**config.mk**
```make
export PLATFORM = sky130hd
export DESIGN_NAME = prog_mem_loader
export DESIGN_NICKNAME = d
export VERILOG_FILES = /design/src/rtl/prog_mem_loader.sv
export SDC_FILE = /design/constraint.sdc
export NUM_CORES = 1
export LEC_CHECK = 0
export ABC_CLOCK_PERIOD_IN_PS = 3200
export BUFFER_PORTS_ARGS = -buffer_cell sky130_fd_sc_hd__buf_2
export CAP_MARGIN = 10
export CORE_MARGIN = 2
export CORE_UTILIZATION = 30
export DETAILED_ROUTE_END_ITERATION = 10
export PLACE_DENSITY_LB_ADDON = 0.3
export SETUP_SLACK_MARGIN = 0.02
export SLEW_MARGIN = 10
export SYNTH_ARGS = -nofsm -noshare
export SYNTH_HDL_FRONTEND = slang
export SYNTH_SLANG_ARGS = --single-unit
```
**constraint.sdc**
```tcl
create_clock -name CLK -period 3.2 [get_ports CLK]
set_input_delay 0.64 -clock CLK [delete_from_list [all_inputs] [get_ports CLK]]
set_output_delay 0.64 -clock CLK [all_outputs]
set_load 0.01 [all_outputs]
```
**src/rtl/prog_mem_loader.sv**
```systemverilog
// prog_mem_loader
// Writer-side front end for the PLC program memory. Parses a framed load
// command from a byte stream (valid/ready), packs every three data bytes
// into one DW-bit instruction word and writes it to consecutive addresses.
// A trailing XOR checksum decides between DONE and ERR. BUSY covers the
// whole frame so the logic cores hold off instruction fetch meanwhile.
//
// Frame: SYNC, CNT_H, CNT_L, ADR_H, ADR_L, N x (b0 b1 b2), CSUM
//   N     = {CNT_H,CNT_L}, legal range 1 .. 2**AW
//   start = {ADR_H,ADR_L}[AW-1:0]
//   word  = {b0,b1,b2}[DW-1:0]         (DW must lie in 17..24)
//   CSUM  = XOR of CNT_H .. last data byte (SYNC excluded)
//
// Every output is a flop, so an asserted RST clears all of them at once
// and a mid-frame reset drops any partially assembled word.

module prog_mem_loader #(
    parameter int         DW   = 18,
    parameter int         AW   = 12,
    parameter logic [7:0] SYNC = 8'hA5
) (
    input  logic          CLK,
    input  logic          RST,
    input  logic [7:0]    RX_DATA,
    input  logic          RX_VALID,
    output logic          RX_READY,
    output logic [AW-1:0] A,
    output logic          WE,
    output logic [DW-1:0] DI,
    output logic          BUSY,
    output logic          DONE,
    output logic          ERR,
    output logic [AW:0]   WCNT
);

    typedef enum logic [2:0] {
        S_IDLE,
        S_HDR,
        S_DATA,
        S_WRITE,
        S_CSUM
    } state_t;

    // Largest legal word count: the whole address space, written once.
    localparam logic [16:0] MAX_WORDS = 17'(2 ** AW);

    // Registered state and datapath.
    state_t      state_q;
    logic [1:0]  idx_q;      // byte index inside the header or inside a word
    logic [15:0] cnt_q;      // N as received
    logic [7:0]  adr_h_q;    // ADR_H, held until ADR_L arrives
    logic [7:0]  b0_q;       // first byte of the word being assembled
    logic [7:0]  b1_q;       // second byte of the word being assembled
    logic [7:0]  csum_q;     // running XOR from CNT_H onwards

    // Next-state values produced by the combinational process.
    state_t        state_d;
    logic [1:0]    idx_d;
    logic [15:0]   cnt_d;
    logic [7:0]    adr_h_d;
    logic [7:0]    b0_d;
    logic [7:0]    b1_d;
    logic [7:0]    csum_d;
    logic          rx_ready_d;
    logic [AW-1:0] a_d;
    logic          we_d;
    logic [DW-1:0] di_d;
    logic          busy_d;
    logic          done_d;
    logic          err_d;
    logic [AW:0]   wcnt_d;

    // Helper terms.
    logic        fire;        // a byte is transferred at this edge
    logic [15:0] adr_full;    // {ADR_H, ADR_L} while ADR_L is on the bus
    logic [23:0] word_full;   // {b0, b1, b2} while b2 is on the bus
    logic        count_bad;   // N outside 1 .. 2**AW
    logic        last_word;   // the word being written completes the frame
    logic        unused_bits; // sink for address/word bits above AW/DW

    assign fire        = RX_VALID && RX_READY;
    assign adr_full    = {adr_h_q, RX_DATA};
    assign word_full   = {b0_q, b1_q, RX_DATA};
    assign count_bad   = (cnt_q == 16'd0) || ({1'b0, cnt_q} > MAX_WORDS);
    assign last_word   = (32'(WCNT) + 32'd1) == 32'(cnt_q);
    assign unused_bits = ^{adr_full, word_full};

    // State register and all output flops; asynchronous active-high reset.
    always_ff @(posedge CLK or posedge RST) begin
        if (RST) begin
            state_q  <= S_IDLE;
            idx_q    <= 2'd0;
            cnt_q    <= 16'd0;
            adr_h_q  <= 8'd0;
            b0_q     <= 8'd0;
            b1_q     <= 8'd0;
            csum_q   <= 8'd0;
            RX_READY <= 1'b0;
            A        <= '0;
            WE       <= 1'b0;
            DI       <= '0;
            BUSY     <= 1'b0;
            DONE     <= 1'b0;
            ERR      <= 1'b0;
            WCNT     <= '0;
        end else begin
            // NOTE: non-blocking assignments so every flop samples the values
            // from before this edge, independent of statement order.
            state_q  <= state_d;
            idx_q    <= idx_d;
            cnt_q    <= cnt_d;
            adr_h_q  <= adr_h_d;
            b0_q     <= b0_d;
            b1_q     <= b1_d;
            csum_q   <= csum_d;
            RX_READY <= rx_ready_d;
            A        <= a_d;
            WE       <= we_d;
            DI       <= di_d;
            BUSY     <= busy_d;
            DONE     <= done_d;
            ERR      <= err_d;
            WCNT     <= wcnt_d;
        end
    end

    // Next-state and next-output logic for the frame parser.
    always_comb begin
        // NOTE: everything holds by default (WE defaults low), so no branch
        // can leave a signal unassigned and infer a latch.
        state_d = state_q;
        idx_d   = idx_q;
        cnt_d   = cnt_q;
        adr_h_d = adr_h_q;
        b0_d    = b0_q;
        b1_d    = b1_q;
        csum_d  = csum_q;
        a_d     = A;
        we_d    = 1'b0;
        di_d    = DI;
        busy_d  = BUSY;
        done_d  = DONE;
        err_d   = ERR;
        wcnt_d  = WCNT;

        unique case (state_q)
            // Discard everything except SYNC; SYNC opens a new frame.
            S_IDLE: begin
                if (fire && (RX_DATA == SYNC)) begin
                    done_d  = 1'b0;
                    err_d   = 1'b0;
                    wcnt_d  = '0;
                    csum_d  = 8'd0;
                    busy_d  = 1'b1;
                    idx_d   = 2'd0;
                    state_d = S_HDR;
                end
            end

            // CNT_H, CNT_L, ADR_H, ADR_L; the count is validated on ADR_L.
            S_HDR: begin
                if (fire) begin
                    csum_d = csum_q ^ RX_DATA;
                    idx_d  = idx_q + 2'd1;
                    unique case (idx_q)
                        2'd0: cnt_d[15:8] = RX_DATA;
                        2'd1: cnt_d[7:0]  = RX_DATA;
                        2'd2: adr_h_d     = RX_DATA;
                        default: begin
                            idx_d = 2'd0;
                            if (count_bad) begin
                                err_d   = 1'b1;
                                busy_d  = 1'b0;
                                state_d = S_IDLE;
                            end else begin
                                a_d     = adr_full[AW-1:0];
                                state_d = S_DATA;
                            end
                        end
                    endcase
                end
            end

            // Collect b0, b1, b2; the third byte launches the write.
            S_DATA: begin
                if (fire) begin
                    csum_d = csum_q ^ RX_DATA;
                    idx_d  = idx_q + 2'd1;
                    unique case (idx_q)
                        2'd0: b0_d = RX_DATA;
                        2'd1: b1_d = RX_DATA;
                        default: begin
                            idx_d   = 2'd0;
                            we_d    = 1'b1;
                            di_d    = word_full[DW-1:0];
                            state_d = S_WRITE;
                        end
                    endcase
                end
            end

            // Single write cycle: advance the address (wrapping) and count.
            S_WRITE: begin
                a_d     = A + AW'(1);
                wcnt_d  = WCNT + (AW + 1)'(1);
                state_d = last_word ? S_CSUM : S_DATA;
            end

            // Trailing checksum byte closes the frame either way.
            S_CSUM: begin
                if (fire) begin
                    if (RX_DATA == csum_q) begin
                        done_d = 1'b1;
                    end else begin
                        err_d = 1'b1;
                    end
                    busy_d  = 1'b0;
                    state_d = S_IDLE;
                end
            end

            default: begin
                state_d = S_IDLE;
            end
        endcase

        // The byte interface pauses only while a word is being written.
        rx_ready_d = (state_d != S_WRITE);
    end

endmodule

```
---- After elaboration in Yosys (flattened, before gate mapping) ----
Index checks and enable logic that the tools add are counted.
storage, ports and cells
  register bits after elaboration ......... 91
  output and inout bits ................... 48
  logic and storage cells ................. 114
  input bits .............................. 11
operators by class
  eq/ne operators ......................... 20
  order comparisons ....................... 1
  reductions and logical operators ........ 28
  bitwise gates (word level) .............. 2
  add/sub/neg operators ................... 4
  mux-type cells .......................... 43
operators with widths
  kind                                                  count
  two-way mux 12 bit                                    3
  one-hot mux 13 bit (2 select lines)                   1
  one-hot mux 12 bit (2 select lines)                   1
  two-way mux 3 bit                                     7
  AND reduction 3 bit                                   7
  inequality test 2 bit, second input constant          9
  == test 14 x 16 -> 1 bit                              1
  > comparator 16 x 13 -> 1 bit, second input constant  1
  logical NOT 16 bit                                    1
  two-way mux 1 bit                                     16
  two-way mux 8 bit                                     2
  one-hot mux 8 bit (2 select lines)                    1
  one-hot mux 3 bit (5 select lines)                    1
  adder 13 x 1 -> 14 bit, second input constant         1
  adder 13 x 1 -> 13 bit, second input constant         1
  two-way mux 13 bit                                    1
  adder 12 x 1 -> 12 bit, second input constant         1
  two-way mux 2 bit                                     6
  AND reduction 4 bit                                   3
  == test 8 bit                                         1
  == test 8 bit, second input constant                  1
  nonzero test 2 bit                                    4
  bitwise XOR 8 bit                                     1
  AND reduction 7 bit                                   1
  other kinds (21)                                      26

---- Longest topological paths before layout ----
  word-level depth ........................ 7
  depth in mapped cells ................... 8
  mapped depth without buffers ............ 7

---- Least setup slack after synthesis ----
OpenSTA, ideal clock, no wires.
  path kind ............................... input-to-reg
  start point ............................. input RX_DATA[5]
  end point ............................... register WCNT[9]
  setup slack ............................. 960 ps
  library setup time ...................... 136 ps
  arrival time ............................ 2104 ps
  path buffers ............................ 2
  cell stages on the path ................. 8
  required time ........................... 3064 ps
  cell sequence ........................... clkbuf_1 nor4bb_1 nand2_1 nor3_2 nor2_1 clkbuf_1 o21ai_0 o31ai_1
between the ends
  cells in the longest elaborated chain, start to end .. 4
ends and longest elaborated chain
  element                                 line  text
  start, declared                         24    input logic [7:0] RX_DATA,
  == test 8 bit                           149   if (fire && (RX_DATA == SYNC)) begin
  logical AND 1 bit                       149
  inequality test 2 bit (no source line)  --
  AND reduction 2 bit (no source line)    --
  end signal, assigned                    123   WCNT <= wcnt_d;
  end, declared                           33    output logic [AW:0] WCNT
No other way between the ends.
A chain may end at the register's enable or synchronous reset.

---- Worst setup path in the final report ----
  start point ............................. register WCNT[0]
  end point ............................... register state_q[1]
between the ends
  cells in the longest elaborated chain, start to end .. 4
ends and longest elaborated chain
  element                             line  text
  adder 13 x 1 -> 14 bit              85    assign last_word = (32'(WCNT) + 32'd1) == 32'(cnt_q);
  == test 14 x 16 -> 1 bit            85
  two-way mux 3 bit                   206   state_d = last_word ? S_CSUM : S_DATA;
  one-hot mux 3 bit (5 select lines)  146   unique case (state_q)
  via state_d[1]                      57    state_t state_d;
  end signal, assigned                109   state_q <= state_d;
  end, declared                       48    state_t state_q;
The timed path passes the listed nets, and every way through them passes these cells.

==> results_dict.tcl <==
set metrics [dict create \
    yosysWarnings 0 \
    syn-num-nets 514 \
    fin_tns_setup_ns 0 \
    finalCritPeriodShare 0.738 \
    yosysSeqAreaShare 0.491 \
    post-route-drc-count 0 \
    clockRootBuffer "clkbuf_16" \
    startpoint_type "flip-flop" \
    synth_ff_type "dfrtp_1" \
    vias 3829 \
    final_max_slew_viol_count 0 \
    synth_top_cell_area_share 0.491 \
    dp_hpwl_um 8490 \
    pre_cts_ws_ns 0.664 \
    grt_setup_unrepaired "no" \
    maxCapViolations 0 \
    portBuffers 58 \
    p_leak_uw 0.00260 \
    critPathSlowestCell "dfrtp_1" \
    netlist_top_cells_area "dfrtp_1 (49%), nand2_1 (7.6%), mux2_2 (6.6%)" \
    crit_family "simple AND/OR/NAND/NOR gates" \
    vias_per_cell 5.18 \
    fmax_mhz 423 \
    routedWlPerCell_um 16.4 \
    synth_top_cell_by_area "dfrtp_1" \
    postSynthAreaPerCell_um2 9.36 \
    async_reset_ff_frac 1.00 \
    crit_top_cell "nand4_1" \
    synth.distinct_cells 52 \
    num_rows 45 \
    hold_violations 0 \
    die_h_um 128 \
    worstPathCellList "ha_1, nand4_1, nor2_1, xnor2_1, nor4_1, nand4_1, a2bb2oi_1" \
    cts.sinks 91 \
    path_buf_inv 0 \
    critical_path_class "reg2reg" \
    syn_to_final_growth_pct 16.8 \
    cts_resized 0 \
    yosysMostFrequentCell "nand2_1" \
    grt_start_max_net_pins 55 \
    htreeDepth 3 \
    end_kind "flip-flop" \
    worstSkewPairLatency_ns 0.34 \
    nets 565 \
    netlist_top_cells_count "nand2_1 (94), dfrtp_1 (91), o21ai_0 (50)" \
    setup_viol 0 \
    cts_setup_buffers 0 \
    worstPathMaxFanout 7 \
    start_util 0.306 \
    wl_um 12100 \
    diodes 0 \
    routabilityCongestion 0.841 \
    required_ns 3.42 \
    worst_slack_ns 0.837 \
    postCtsHoldBufs 0 \
    die_w_um 128 \
    drt_iter0_markers 312 \
    die-area_um2 16500 \
    rrSetupSlack_ns 0.84 \
    crit_arrival_ns 2.58 \
    status "complete, no violations" \
    fin_crit_ns 2.36 \
    drive_gt1_frac 0.212 \
    synth.ff_latch_count 91 \
    synth_edf_count 0 \
    cpPeakStageDelay_ns 0.47 \
    skew_ns 0.00515 \
    globalRouteOverflowTotal 0 \
    clk_pin_slew_ns 0.06 \
    cts_tree "yes" \
    numCtsBuffers 9 \
    antenna_found_initial 0 \
    dr.pass1.iters 5 \
    grt_usage 0.152 \
    p_per_area_nw_per_um2 492 \
    worstHoldPathType "in2async" \
    clk_path_buf_depth 2 \
    grt_pass1_wl_um 19700 \
    synthesis.area_um2 4640 \
    drtAntennaViolNets 0 \
    ios 59 \
    core_region_area_um2 15100 \
    worst_pin_slew_ns 0.715 \
    synth_cells 496 \
    grt_pass1_vias 3683 \
    slew_headroom 0.522 \
    ir_drop_mv 0.218 \
]
==> metal layers <==
metal,vias to the layer above,global-route usage,part of all wire
met2,84,0.240,0.46
met3,16,0.0254,0.030
met5,-,0,0
met4,0,0.0582,0.020
li1,1844,-,-
met1,1885,0.211,0.49
==> state kept, by name, indices dropped and copies added (netlist names), 2 cells and up <==
name,cells
adr_h_q,4
b0_q,2
A,12
WCNT,13
csum_q,8
b1_q,8
DI,18
idx_q,2
state_q,3
cnt_q,16
==> per-stage QoR <==
stage                util  cells  power (uW)  instance area [um2]  hold WS, ns
floorplan               -    496        1500                 4640        0.433
global placement    0.338    724        1600                 5130        0.453
detailed placement  0.338    724        1610                 5130        0.458
CTS                 0.358    739        2700                 5420        0.399
global route        0.358    739        2790                 5420        0.435
finish              0.358    739        2670                 5420        0.382
==> worst paths after layout <==
path | start | to | cells past startpoint
worst max register to register | WCNT[0]$_DFFE_PP0P_ | state_q[1]$_DFF_PP0_ | 7
max in group asynchronous | RST | adr_h_q[0]$_DFFE_PP0P_ | 3
min in group CLK | DI[17]$_DFFE_PP0P_ | DI[17]$_DFFE_PP0P_ | 2
worst min register to register | DI[17]$_DFFE_PP0P_ | DI[17]$_DFFE_PP0P_ | 2
worst max-delay path | WCNT[0]$_DFFE_PP0P_ | state_q[1]$_DFF_PP0_ | 7
worst min-delay path | RST | cnt_q[5]$_DFFE_PP0P_ | 2
==> cell usage in the layout (no fill, tap or decap), drive strengths merged, types with 3 or more instances in the layout <==
| cell type | count |
|---|---|
| a21oi | 21 |
| a31oi | 6 |
| and3 | 6 |
| buf | 65 |
| clkbuf | 13 |
| clkinv | 3 |
| dfrtp | 91 |
| ha | 7 |
| inv | 10 |
| mux2 | 27 |
| nand2 | 94 |
| nand2b | 13 |
| nand3 | 18 |
| nand4 | 9 |
| nor2 | 32 |
| nor3 | 5 |
| nor3b | 3 |
| nor4 | 3 |
| o21ai | 50 |
| o22ai | 8 |
| o31ai | 5 |
| or2 | 3 |
| or4 | 5 |
| xnor2 | 15 |
| xor2 | 9 |
==> logic make-up (layout without fill, tap and decap cells) <==
logic type / Yosys count / count (layout) / share of synthesized area
compound gates: 106 / 106 / 0.135
xor+xnor: 24 / 24 / 0.0453
fa+ha+maj: 7 / 7 / 0.0189
buf+inv: 37 / 92 / 0.0326
flops: 91 / 91 / 0.491
mux: 28 / 28 / 0.0677
simple gates: 203 / 203 / 0.209
==> layout make-up <==
class,count,area [um2]
clock buffers,13,260
fillers,1529,9720
flip-flops and latches,91,2280
multi-input cells,368,2210
repair buffers,65,355
inverters,12,46.3
well taps,188,235
clock inverters,2,35.0
==> report_power, final <==
group / total, uW / switching, uW / internal (uW)
logic: 352 / 215 / 137
clock network: 1080 / 432 / 643
registers: 1240 / 51.8 / 1190
total: 2670 / 699 / 1970
(Power assumes the default switching activity.)
